==> src/rtl/quad_pkg.sv <==
// Shared types and Gray-code adjacency helpers for the quadrature step decoder.
package quad_pkg;

    typedef enum logic {INIT, TRACK} qd_state_t;

    typedef logic [1:0] ab_t;

    // Forward order is 00 -> 01 -> 11 -> 10 -> 00 on {A,B}.
    function automatic logic qd_fwd(ab_t prev, ab_t cur);
        logic r;
        case (prev)
            2'b00:   r = (cur == 2'b01);
            2'b01:   r = (cur == 2'b11);
            2'b11:   r = (cur == 2'b10);
            2'b10:   r = (cur == 2'b00);
            default: r = 1'b0;
        endcase
        return r;
    endfunction

    function automatic logic qd_rev(ab_t prev, ab_t cur);
        logic r;
        case (prev)
            2'b00:   r = (cur == 2'b10);
            2'b10:   r = (cur == 2'b11);
            2'b11:   r = (cur == 2'b01);
            2'b01:   r = (cur == 2'b00);
            default: r = 1'b0;
        endcase
        return r;
    endfunction

endpackage

==> src/rtl/quad_filter.sv <==
// Two-flop synchronizer followed by a run-length glitch filter for one asynchronous input.
module quad_filter #(
    parameter int FILT = 4
) (
    input  logic clk,
    input  logic srst,
    input  logic d,
    input  logic force_load,
    output logic sync,
    output logic q,
    output logic stable
);

    localparam int            CW   = $clog2(FILT + 1);
    localparam logic [CW-1:0] LAST = CW'(FILT - 1);
    localparam logic [CW-1:0] FULL = CW'(FILT);

    logic          meta;
    logic [CW-1:0] run_cnt;
    logic [CW-1:0] agree_cnt;

    // NOTE: all state here uses non-blocking assignments so every flop samples pre-edge values.
    always_ff @(posedge clk) begin
        if (srst) begin
            meta      <= 1'b0;
            sync      <= 1'b0;
            q         <= 1'b0;
            run_cnt   <= '0;
            agree_cnt <= '0;
        end else begin
            meta <= d;
            sync <= meta;
            if (force_load) begin
                q         <= sync;
                run_cnt   <= '0;
                agree_cnt <= '0;
            end else if (sync != q) begin
                agree_cnt <= '0;
                // The FILT-th differing cycle is the one that commits the new value.
                if (run_cnt == LAST) begin
                    q       <= sync;
                    run_cnt <= '0;
                end else begin
                    run_cnt <= run_cnt + 1'b1;
                end
            end else begin
                run_cnt <= '0;
                if (agree_cnt != FULL)
                    agree_cnt <= agree_cnt + 1'b1;
            end
        end
    end

    assign stable = (agree_cnt == FULL);

endmodule

==> src/rtl/quad_step_decoder.sv <==
// Quadrature A/B + index front end producing up/down/load strobes for an up/down/load counter.
module quad_step_decoder
    import quad_pkg::*;
#(
    parameter int             W    = 8,
    parameter int             FILT = 4,
    parameter logic [W-1:0]   HOME = '0
) (
    input  logic         clk,
    input  logic         srst,
    input  logic         a_in,
    input  logic         b_in,
    input  logic         idx_in,
    input  logic         idx_en,
    input  logic         err_clr,
    output logic         up,
    output logic         down,
    output logic         load,
    output logic [W-1:0] data,
    output logic         dir,
    output logic         err
);

    qd_state_t state;
    ab_t       prev;
    ab_t       cur_ab;
    logic      idx_prev;

    logic a_sync, b_sync, i_sync;
    logic a_filt, b_filt, i_filt;
    logic a_stable, b_stable, i_stable;
    logic force_load;

    logic step_fwd, step_rev, step_bad, idx_rise;

    quad_filter #(.FILT(FILT)) u_filt_a (
        .clk(clk), .srst(srst), .d(a_in), .force_load(force_load),
        .sync(a_sync), .q(a_filt), .stable(a_stable)
    );

    quad_filter #(.FILT(FILT)) u_filt_b (
        .clk(clk), .srst(srst), .d(b_in), .force_load(force_load),
        .sync(b_sync), .q(b_filt), .stable(b_stable)
    );

    quad_filter #(.FILT(FILT)) u_filt_idx (
        .clk(clk), .srst(srst), .d(idx_in), .force_load(force_load),
        .sync(i_sync), .q(i_filt), .stable(i_stable)
    );

    assign cur_ab     = {a_filt, b_filt};
    // Leaving INIT snaps the filters to the synchronized inputs so a non-zero rest state is not a step.
    assign force_load = (state == INIT) && a_stable && b_stable && i_stable;

    always_comb begin
        // NOTE: every output of this block gets a default first, so no path can infer a latch.
        step_fwd = 1'b0;
        step_rev = 1'b0;
        step_bad = 1'b0;
        idx_rise = 1'b0;
        if (state == TRACK) begin
            step_fwd = qd_fwd(prev, cur_ab);
            step_rev = qd_rev(prev, cur_ab);
            step_bad = ((prev ^ cur_ab) == 2'b11);
            idx_rise = i_filt & ~idx_prev & idx_en;
        end
    end

    always_ff @(posedge clk) begin
        if (srst) begin
            state    <= INIT;
            prev     <= '0;
            idx_prev <= 1'b0;
            up       <= 1'b0;
            down     <= 1'b0;
            load     <= 1'b0;
            data     <= '0;
            dir      <= 1'b0;
            err      <= 1'b0;
        end else begin
            // A home load outranks a coincident step; direction still follows the step.
            up   <= step_fwd & ~idx_rise;
            down <= step_rev & ~idx_rise;
            load <= idx_rise;
            data <= idx_rise ? HOME : '0;

            if (step_fwd)
                dir <= 1'b1;
            else if (step_rev)
                dir <= 1'b0;

            if (step_bad)
                err <= 1'b1;
            else if (err_clr)
                err <= 1'b0;

            case (state)
                INIT: begin
                    if (force_load) begin
                        state    <= TRACK;
                        prev     <= {a_sync, b_sync};
                        idx_prev <= i_sync;
                    end
                end
                TRACK: begin
                    prev     <= cur_ab;
                    idx_prev <= i_filt;
                end
                default: state <= INIT;
            endcase
        end
    end

endmodule

==> config.mk <==
export PLATFORM = sky130hd
export DESIGN_NAME = quad_step_decoder
export DESIGN_NICKNAME = d
export VERILOG_FILES = /design/src/rtl/quad_pkg.sv /design/src/rtl/quad_filter.sv /design/src/rtl/quad_step_decoder.sv
export SDC_FILE = /design/constraint.sdc
export NUM_CORES = 1
export LEC_CHECK = 0
export ABC_AREA = 1
export CAP_MARGIN = 5
export CORE_ASPECT_RATIO = 0.9
export CORE_MARGIN = 2
export CORE_UTILIZATION = 54
export DETAILED_ROUTE_END_ITERATION = 7
export PLACE_DENSITY = 0.89
export SETUP_SLACK_MARGIN = 0.05
export SYNTH_ARGS = -nofsm -noshare
export SYNTH_HDL_FRONTEND = slang
export SYNTH_SLANG_ARGS = --single-unit
==> constraint.sdc <==
create_clock -name clk -period 1.6 [get_ports clk]
set_input_delay 0.4 -clock clk [delete_from_list [all_inputs] [get_ports clk]]
set_output_delay 0.4 -clock clk [all_outputs]
set_load 0.05 [all_outputs]
==> out/results.md <==
| Parameter | Value | Unit |
| --- | --- | --- |
| Mux cell area share after synthesis | 0 | % |
| Count of buffers inserted at the top-level ports | 11 | - |
| Fraction of the yosys area taken by sequential cells | 44.2 | % |
| Hold slack | 0.415 | ns |
| Number of clock sinks seen by CTS | 36 | - |
| Routed vias | 1,133 | - |
| Latest clock arrival within the worst-skew pair | 0.33 | ns |
| Post-synthesis compound-gate area fraction | 6.22 | % |
| Cell leakage power | 0.788 | nW |
| Sequential cell area in the final layout | 721 | um2 |
| Area growth from synthesis to layout | 13.0 | % |
| Antenna violations before repair | 0 | - |
| Hold buffer count at CTS | 0 | - |
| Number of global-route vias before repair | 1,069 | - |
| Clock-pin slew on the worst setup and hold paths | 0.09 | ns |
| Adder-cell area share of the yosys netlist | 9.21 | % |
| Kind of path behind the tightest hold check | reg -> reg | - |
| Die Height | 56.1 | um |
| Horizontal die dimension | 61.9 | um |
| Required @ worst endpoint | 1.87 | ns |
| Starting Density | 57.9 | % |
| Row count | 18 | - |
| Via density | 4.53 | - |
| CTS Buf Count | 5 | - |
| Max Buffers Root-to-Sink | 2 | - |
| Category of the worst setup path capture point | flop | - |
| Clock Skew | 0.00513 | ns |
| Drt drc | 0 | - |
| Count of yosys warnings during synthesis | 0 | - |
| Power density normalized to cell area | 909 | nW/um2 |
| Number of cells produced by synthesis | 195 | - |
| Wire length of the first global-routing pass | 4330 | um |
| Gr usage total | 16.8 | % |
| Accumulated negative setup slack | 0 | ns |
| Clock H-tree levels | 2 | - |
| Mapped cell area | 1630 | um2 |
| Fraction of final layout cells with drive strength greater than 1 | 11.9 | % |
| Clock tree from TritonCTS | yes | - |
| Number of setup violations in the final report | 0 | - |
| Max-capacitance violation count | 0 | - |
| Clock root buffer | clkbuf_4 | - |
| Main area contributors after synthesis | dfxtp_1, ha_1, nor2_1, inv_1, nand2_1 | - |
| Area of the multi-input gates | 739 | um2 |
| Maximum fanout encountered on the critical timing path | 17 | - |
| IR drop worst, VDD | 0.609 | mV |
| Leading cell types in the layout, fill and taps excluded | dfxtp_1, nor2_1, inv_1 | - |
| Most used flip-flop cell after synthesis | dfxtp_1 | - |
| Highest Clock Rate | 716 | MHz |
| Max Slew Vio Count | 0 | - |
| Routed wire per std cell | 9.54 | um |
| Number of distinct library cells after synthesis | 26 | - |
| Mean post-synth cell area | 8.36 | um2 |
| Combinational family with the most area after synthesis | simple AND/OR/NAND/NOR gates | - |
| Total gr overflow | 0 | - |
| Clock share of power | 28.5 | % |
| Setup repair after global routing missed its margin | no | - |
| Initial DRC Count | 40 | - |
| Outcome | completed | - |
| Final critical path time including I/O delays and setup | 1.40 | ns |
| Cell type with the largest total area after synthesis | dfxtp_1 | - |
| Number of top-level pins | 20 | - |
| Area of the die | 3480 | um2 |
| #FFs+latches synth | 36 | - |
| RePlAce Congestion | 0.752 | - |
| Number of fill cells in the layout | 233 | - |
| Most common cell after layout, fill and taps aside | dfxtp_1 | - |
| Part of the total power dissipated in sequential elements | 58.1 | % |
| Detail Route Antenna Nets | 0 | - |
| Final cycle utilization of the critical path | 87.3 | % |
| Number of failing hold endpoints at the final stage | 0 | - |
| Kind of launch point of the worst setup path | flop | - |
| Switching Fraction | 25.9 | % |
| Detailed-router iteration count before antenna repair | 4 | - |
| Sum of routed wire length over all layers | 2380 | um |
| Post-synthesis simple-gate area fraction | 22.2 | % |
| Signal arrival time at the worst endpoint | 1.66 | ns |
| Largest net degree at the start of global routing | 18 | - |
| Placeable Area | 2820 | um2 |
| Crit Path Category | reg -> reg | - |
| Ant. Diodes | 0 | - |
| Number of nets in the layout | 228 | - |
| Top cell type's share of synthesized area | 44.2 | % |
| Pint | 1.24 | mW |
| Net switching power | 434 | uW |
| Number of enable-type register cells in the synthesized netlist | 0 | - |
| Area share of xor/xnor cells in the synthesized design | 5.37 | % |
| Async set or reset register ratio after synthesis | 0 | % |
| Detailed placement HPWL | 1790 | um |
| Share of total power in combinational logic | 13.3 | % |
==> worst paths after layout <==
check | startpoint | to | slack [ns] | cells after the start
setup / recovery | u_filt_a.agree_cnt[0] | prev[0] | 0.20 | 8
hold / removal | u_filt_a.meta | u_filt_a.sync | 0.42 | 2
setup reg to reg | u_filt_a.agree_cnt[0] | prev[0] | 0.20 | 8
hold reg to reg | u_filt_a.meta | u_filt_a.sync | 0.42 | 2
==> logic make-up (layout without fill, tap and decap cells) <==
kind of cell    after synthesis  in the layout
simple gates                 78             78
buf+inv                      40             48
flops                        36             36
compound gates               18             18
fa+ha+maj                    12             12
xor+xnor                     10             10
other cells                   1              8
==> area by class of cell <==
type	instances	share of cell area [%]
Tap cell	40	2.72
Multi-Input combinational cell	126	40.1
Clock buffer	8	3.19
Inverter	28	5.71
Sequential cell	36	39.1
Timing Repair Buffer	12	9.10
==> repair_timing <==
action / 4_1_cts / 5_1_grt
setup buffers: 0 / 0
setup endpoints to repair: 0 / 1
gates resized for setup: 0 / 1
==> Yosys cell counts, types with 2 or more instances <==
master / number
dfxtp_1: 36
nand2_1: 22
xnor2_1: 6
nor2_1: 30
a21oi_2: 3
ha_1: 12
o21ai_0: 2
inv_1: 27
xor2_1: 4
buf_4: 8
nand3_2: 3
a21oi_1: 13
nand2_2: 3
nand3_1: 14
==> power groups by stage <==
| stage | clock network [mW] | registers [mW] | logic [mW] |
|---|---|---|---|
| after floorplan | 0 | 0.988 | 0.194 |
| after global placement | 0 | 0.991 | 0.213 |
| after detailed placement | 0 | 0.995 | 0.218 |
| after CTS | 0.494 | 0.974 | 0.223 |
| after global routing | 0.539 | 0.981 | 0.257 |
| final | 0.478 | 0.973 | 0.223 |
==> registers in the layout (all words and copies together), names as in the netlist <==
register	count
u_filt_a.q	1
u_filt_b.agree_cnt	3
up	1
u_filt_b.sync	1
u_filt_idx.run_cnt	3
u_filt_idx.sync	1
u_filt_b.run_cnt	3
u_filt_b.q	1
state	1
idx_prev	1
prev	2
u_filt_a.meta	1
u_filt_a.run_cnt	3
load	1
u_filt_a.agree_cnt	3
err	1
down	1
u_filt_idx.meta	1
u_filt_idx.q	1
u_filt_idx.agree_cnt	3
u_filt_b.meta	1
dir	1
u_filt_a.sync	1
==> through the flow <==
| step | instances | area [um2] | utilization, % | setup slack, ns | power [mW] |
|---|---|---|---|---|---|
| 4_1_cts | 250 | 1830 | 65.1 | 0.198 | 1.69 |
| 3_3_place_gp | 242 | 1770 | 63.0 | 0.117 | 1.20 |
| 5_1_grt | 250 | 1840 | 65.4 | 0.0763 | 1.78 |
| 6_report | 250 | 1840 | 65.4 | 0.203 | 1.67 |
| 2_1_floorplan | 202 | 1660 | - | 0.363 | 1.18 |
| 3_5_place_dp | 242 | 1770 | 63.0 | 0.0490 | 1.21 |
==> worst max-delay path, stage by stage, from the launching register on <==
cell and delay, ns:
dfxtp_1 0.32, inv_1 0.08, ha_1 0.19, nand2_2 0.10, nor2_2 0.20, nand2_8 0.13
nand2_1 0.13, nand2_1 0.06, a21oi_1 0.11
==> metal layers <==
layer | track usage, % | vias to the layer above | routed length, um
li1 | - | 614 | -
met1 | 20.5 | 488 | 1100
met2 | 25.7 | 24 | 1100
met3 | 6.98 | 7 | 140
met4 | 6.38 | 0 | 43
met5 | 0 | - | 0
(Power assumes the default switching activity.)
==> variant 1, RTL diff (same flow settings) <==
Put one more register stage on the output `err`. The value now appears one clock later. The other outputs are not delayed to match.
--- a/src/rtl/quad_step_decoder.sv
+++ b/src/rtl/quad_step_decoder.sv
@@ -20,6 +20,8 @@
     output logic         dir,
     output logic         err
 );
+
+    logic err_s0;
 
     qd_state_t state;
     ab_t       prev;
@@ -76,7 +78,7 @@
             load     <= 1'b0;
             data     <= '0;
             dir      <= 1'b0;
-            err      <= 1'b0;
+            err_s0   <= 1'b0;
         end else begin
             // A home load outranks a coincident step; direction still follows the step.
             up   <= step_fwd & ~idx_rise;
@@ -90,9 +92,9 @@
                 dir <= 1'b0;
 
             if (step_bad)
-                err <= 1'b1;
+                err_s0 <= 1'b1;
             else if (err_clr)
-                err <= 1'b0;
+                err_s0 <= 1'b0;
 
             case (state)
                 INIT: begin
@@ -111,5 +113,9 @@
         end
     end
 
+    always_ff @(posedge clk) begin
+        err <= err_s0;
+    end
+
 endmodule
 
Behaviour: no difference found for any inputs over 10 cycles, from zero or initial values and one cycle with srst high; that may be too few to reach the edited logic, so the function may still have changed.
==> variant 1 against the original RTL <==
Clock power hardly changed. Synthesized area is 1.2% higher. Clock skew is 0.0099 ns higher. Setup slack worse by 0.026 ns. Cell area is 0.20% lower. Routed wire length is 1.8% lower. Total power is 1.1% higher. Sequential cell count is 1 higher. Synthesized cell count is 2.1% higher.
==> variant 1: results (changes against the original RTL) <==
.. list-table::
   :header-rows: 1

   * - Metric
     - Value
   * - Number of stages on the worst hold path
     - 0 (-2)
   * - WL per Instance
     - 9.18 um (-3.7%)
   * - Maximum clock skew at final layout
     - 0.0151 ns (+0.00994 ns)
   * - Cell area reported after detailed placement
     - 0.00178 mm^2 (+0.49%)
   * - Global-route track usage on met2
     - 26.4% (+0.68 points)
   * - Number of DRC markers in iteration 0
     - 21 (-48%)
   * - Clock network power
     - 477 uW (about the same)
   * - Vias per Instance
     - 4.55 (+0.46%)
   * - Number of nets in the layout
     - 232 (+1.8%)
   * - Via count of the first global-routing pass
     - 1007 (-5.8%)
   * - Total half-perimeter wirelength after legalization and detailed placement
     - 1.80 mm (+0.53%)
   * - Destination of the worst hold path
     - err
   * - Met1 layer usage reported by global route
     - 15.4% (-5.1 points)
   * - M1 wire length
     - 1.08 mm (-1.6%)
   * - First-pass GRT wire length
     - 4.02 mm (-7.2%)
   * - Worst ir drop on vdd
     - 0.605 mV (-0.61%)
   * - Top cells by area in the synthesized netlist
     - dfxtp_1 45%, ha_1 9.1%, nor2_1 6.8%, inv_1 6.4%, nand2_1 6.4%
   * - Final Total Pwr
     - 1690 uW (+1.1%)
   * - Filler instances
     - 253 (+8.6%)
   * - Leak Pwr
     - 0.000831 uW (+5.4%)
   * - Aggregate global-route resource usage
     - 14.7% (-2.0 points)
   * - Met2 wire len
     - 1.13 mm (+2.4%)
   * - Post-placement setup slack
     - 0.0265 ns (-0.0225 ns)
   * - Met3 Use GR
     - 6.81% (-0.16 points)
   * - Timing startpoint of the critical path
     - u_filt_idx.agree_cnt[0]
   * - Outcome
     - complete, no violations
   * - Startpoint of the tightest hold check path
     - err_s0
   * - Hold_ws
     - 0.355 ns (-0.0604 ns)
   * - Power in combinational cells
     - roughly 220 uW
   * - Final critical-path share of the clock period
     - 89.0% (+1.6 points)
   * - Routed length on met3
     - 110 um (-21%)
## variant 1: cell count changes in the layout (fill, tap and decap cells not counted), sizes merged
cell	delta
or2	+1
dfxtp	+1
o21ai	+1
nand3	-5
nand4	+2
nand3b	+2
clkbuf	-1
xnor2	-2
xor2	+1
clkinv	+1
a21oi	-3
nand2	+5
## variant 1: area by class of cell
type / count / area share [%]
inverters: 29 / 5.92
flip-flops and latches: 37 / 40.3
multi-input cells: 128 / 40.2
well taps: 42 / 2.86
clock buffers: 7 / 3.00
repair buffers: 12 / 7.76
## variant 1: cell families after synthesis
family          Yosys count  synth area share (%)
compound gates           16                  5.54
xor+xnor                  9                  4.78
fa+ha+maj                12                  9.10
buf+inv                  41                  11.9
flops                    37                  44.9
other cells               1                 0.227
simple gates             83                  23.5
## variant 1: stage by stage
stage,utilization [%],std cells
6_report,61.9,255
3_5_place_dp,60.0,248
5_1_grt,61.9,255
3_3_place_gp,60.0,248
4_1_cts,61.9,255
2_1_floorplan,-,206
==> variant 2, RTL diff (same settings) <==
Made on the original files. `FILT` is set to 4 in 2 places; all go to 8.
--- a/src/rtl/quad_filter.sv
+++ b/src/rtl/quad_filter.sv
@@ -1,6 +1,6 @@
 // Two-flop synchronizer followed by a run-length glitch filter for one asynchronous input.
 module quad_filter #(
-    parameter int FILT = 4
+    parameter int FILT = 8
 ) (
     input  logic clk,
     input  logic srst,
--- a/src/rtl/quad_step_decoder.sv
+++ b/src/rtl/quad_step_decoder.sv
@@ -3,7 +3,7 @@
     import quad_pkg::*;
 #(
     parameter int             W    = 8,
-    parameter int             FILT = 4,
+    parameter int             FILT = 8,
     parameter logic [W-1:0]   HOME = '0
 ) (
     input  logic         clk,
Formal check against the unedited RTL: same outputs for any inputs over 10 cycles, from zero or initial values and one cycle with srst high; that may be too few to reach the edited logic, so the function may still have changed.
==> variant 2 against the original RTL <==
Sequential cell count grew 6. Global-route usage grew 1.4 points. Cell area grew 16%. Synthesized area grew 15%. Setup slack lost 0.043 ns. Routed wire length grew 31%. Clock power grew 44%. Total power grew 16%. Combinational power shrank 26%. Largest power group unchanged.
==> variant 2: results (changes against the original RTL) <==
.. list-table::
   :header-rows: 1

   * - Metric
     - Value
   * - Outcome
     - complete, no violations
   * - Worst ir drop on vdd
     - 0.691 mV (+13%)
   * - Sequential area share after synthesis
     - 45.0% (+0.77 points)
   * - Post-placement setup slack
     - 0.0530 ns (+0.00406 ns)
   * - Number of nets in the layout
     - 255 (+12%)
   * - Vias per Instance
     - 4.89 (+7.9%)
   * - Final routed wirelength across all metal layers
     - 3.12 mm (+31%)
   * - Clk Latency, worst-skew pair
     - 0.29 ns (-0.04 ns)
   * - Routed length on met3
     - 116 um (-17%)
   * - Number of placed instances, taps included
     - 276 (+14%)
   * - Met2 wire len
     - 1.63 mm (+48%)
   * - DR pass1 iterations
     - 4 (unchanged)
   * - Netlist cell types
     - 24 (-7.7%)
   * - M1 wire length
     - 1.35 mm (+22%)
   * - Timing startpoint of the critical path
     - u_filt_b.agree_cnt[0]
   * - Antenna violations before repair
     - 0 (unchanged)
   * - CTS buffer count
     - 5 (unchanged)
   * - Met3 Use GR
     - 6.97% (-0.0088 points)
   * - Largest fanout on the critical path
     - 17 (unchanged)
   * - Via count of the first global-routing pass
     - 1318 (+23%)
   * - Cell area reported after detailed placement
     - 0.00202 mm^2 (+14%)
   * - Congestion Overflow GR
     - 0 (unchanged)
   * - Post-synthesis average cell area
     - 8.38 um^2 (+0.26%)
   * - Signal arrival time at the worst endpoint
     - 1.61 ns (-0.05 ns)
   * - Global-route track usage on met2
     - 32.6% (+6.9 points)
   * - Aggregate global-route resource usage
     - 18.2% (+1.4 points)
   * - Maximum clock skew at final layout
     - 0.00587 ns (+0.000740 ns)
   * - Sequential power share
     - 56.2% (-1.9 points)
   * - Clock network power
     - 687 uW (+44%)
   * - Post-CTS Setup Inserts
     - 0 (unchanged)
   * - Antenna fix cells
     - 0 (unchanged)
   * - Switching pwr
     - 470 uW (+8.3%)
   * - Total half-perimeter wirelength after legalization and detailed placement
     - 2.23 mm (+25%)
   * - Top cells by area in the synthesized netlist
     - dfxtp_1 45%, nor2_1 7.0%, ha_1 6.0%, nand2_1 6.0%, xor2_1 5.2%
   * - Leak Pwr
     - 0.000904 uW (+15%)
   * - Power density over cell area
     - 907 mW/mm^2 (-0.15%)
   * - Most frequent cells after synthesis
     - 42 x dfxtp_1, 35 x nor2_1, 30 x nand2_1
   * - WL per Instance
     - 11.0 um (+15%)
   * - Clk root buf
     - clkbuf_8
   * - Clock-pin slew on the worst setup and hold paths
     - approximately 0.080 ns
   * - Proportion of synthesized flip-flops having asynchronous set or reset
     - 0% (unchanged)
   * - Met1 layer usage reported by global route
     - 20.2% (-0.33 points)
   * - First-pass GRT wire length
     - 5.38 mm (+24%)
   * - RePlAce Congestion
     - 0.887 (+18%)
   * - Filler instances
     - 268 (+15%)
   * - Number of DRC markers in iteration 0
     - 71 (+78%)
   * - Fraction of final layout cells sized beyond drive strength 1
     - 12.1% (+0.18 points)
-- variant 2: changes by cell type in the layout (fill, tap and decap cells not counted), moves of 4 or more --
cell	change
nand4_1	+6
dfxtp_1	+6
clkbuf_8	+5
xor2_1	+7
clkbuf_4	-5
buf_4	+4
ha_1	-6
nand2_1	+7
nor2_1	+5
nand3b_1	+5
-- variant 2: path summary, 6_finish.rpt --
kind | to | cells past startpoint | slack [ns]
max reg2reg | u_filt_a.agree_cnt[2] | 7 | 0.16
min reg2reg | u_filt_a.sync | 2 | 0.41
max | u_filt_a.agree_cnt[2] | 7 | 0.16
min | u_filt_a.sync | 2 | 0.41
-- variant 2: cell type report --
type | count | area, um^2 | area share, %
clock buffers | 6 | 82.6 | 3.85
well taps | 44 | 55.1 | 2.57
repair buffers | 14 | 158 | 7.35
flip-flops and latches | 42 | 841 | 39.2
inverters | 25 | 93.8 | 4.38
clock inverters | 2 | 12.5 | 0.583
multi-input cells | 151 | 902 | 42.1
-- variant 2: repair_timing --
action | 4_1_cts | 5_1_grt
endpoints found under the setup margin | 0 | 26
resized for setup | 0 | 7
hold buffers | 0 | 0
-- variant 2: cells by family (layout without fill, tap and decap cells) --
family / Yosys count / count (layout) / synth area share, %
compound gates: 16 / 16 / 4.28
xor+xnor: 15 / 15 / 7.03
fa+ha+maj: 9 / 9 / 6.02
buf+inv: 37 / 47 / 9.84
flops: 42 / 42 / 45.0
other cells: 1 / 8 / 0.201
simple gates: 103 / 103 / 27.6
-- variant 2: worst max-delay path, cell delays in order (launching register included) --
cell and delay, ns:
dfxtp_1 0.33, inv_1 0.09, ha_2 0.22, nand3_4 0.12, nor2_4 0.18, nand2_8 0.11, nand3b_1 0.21, nor3_1 0.07
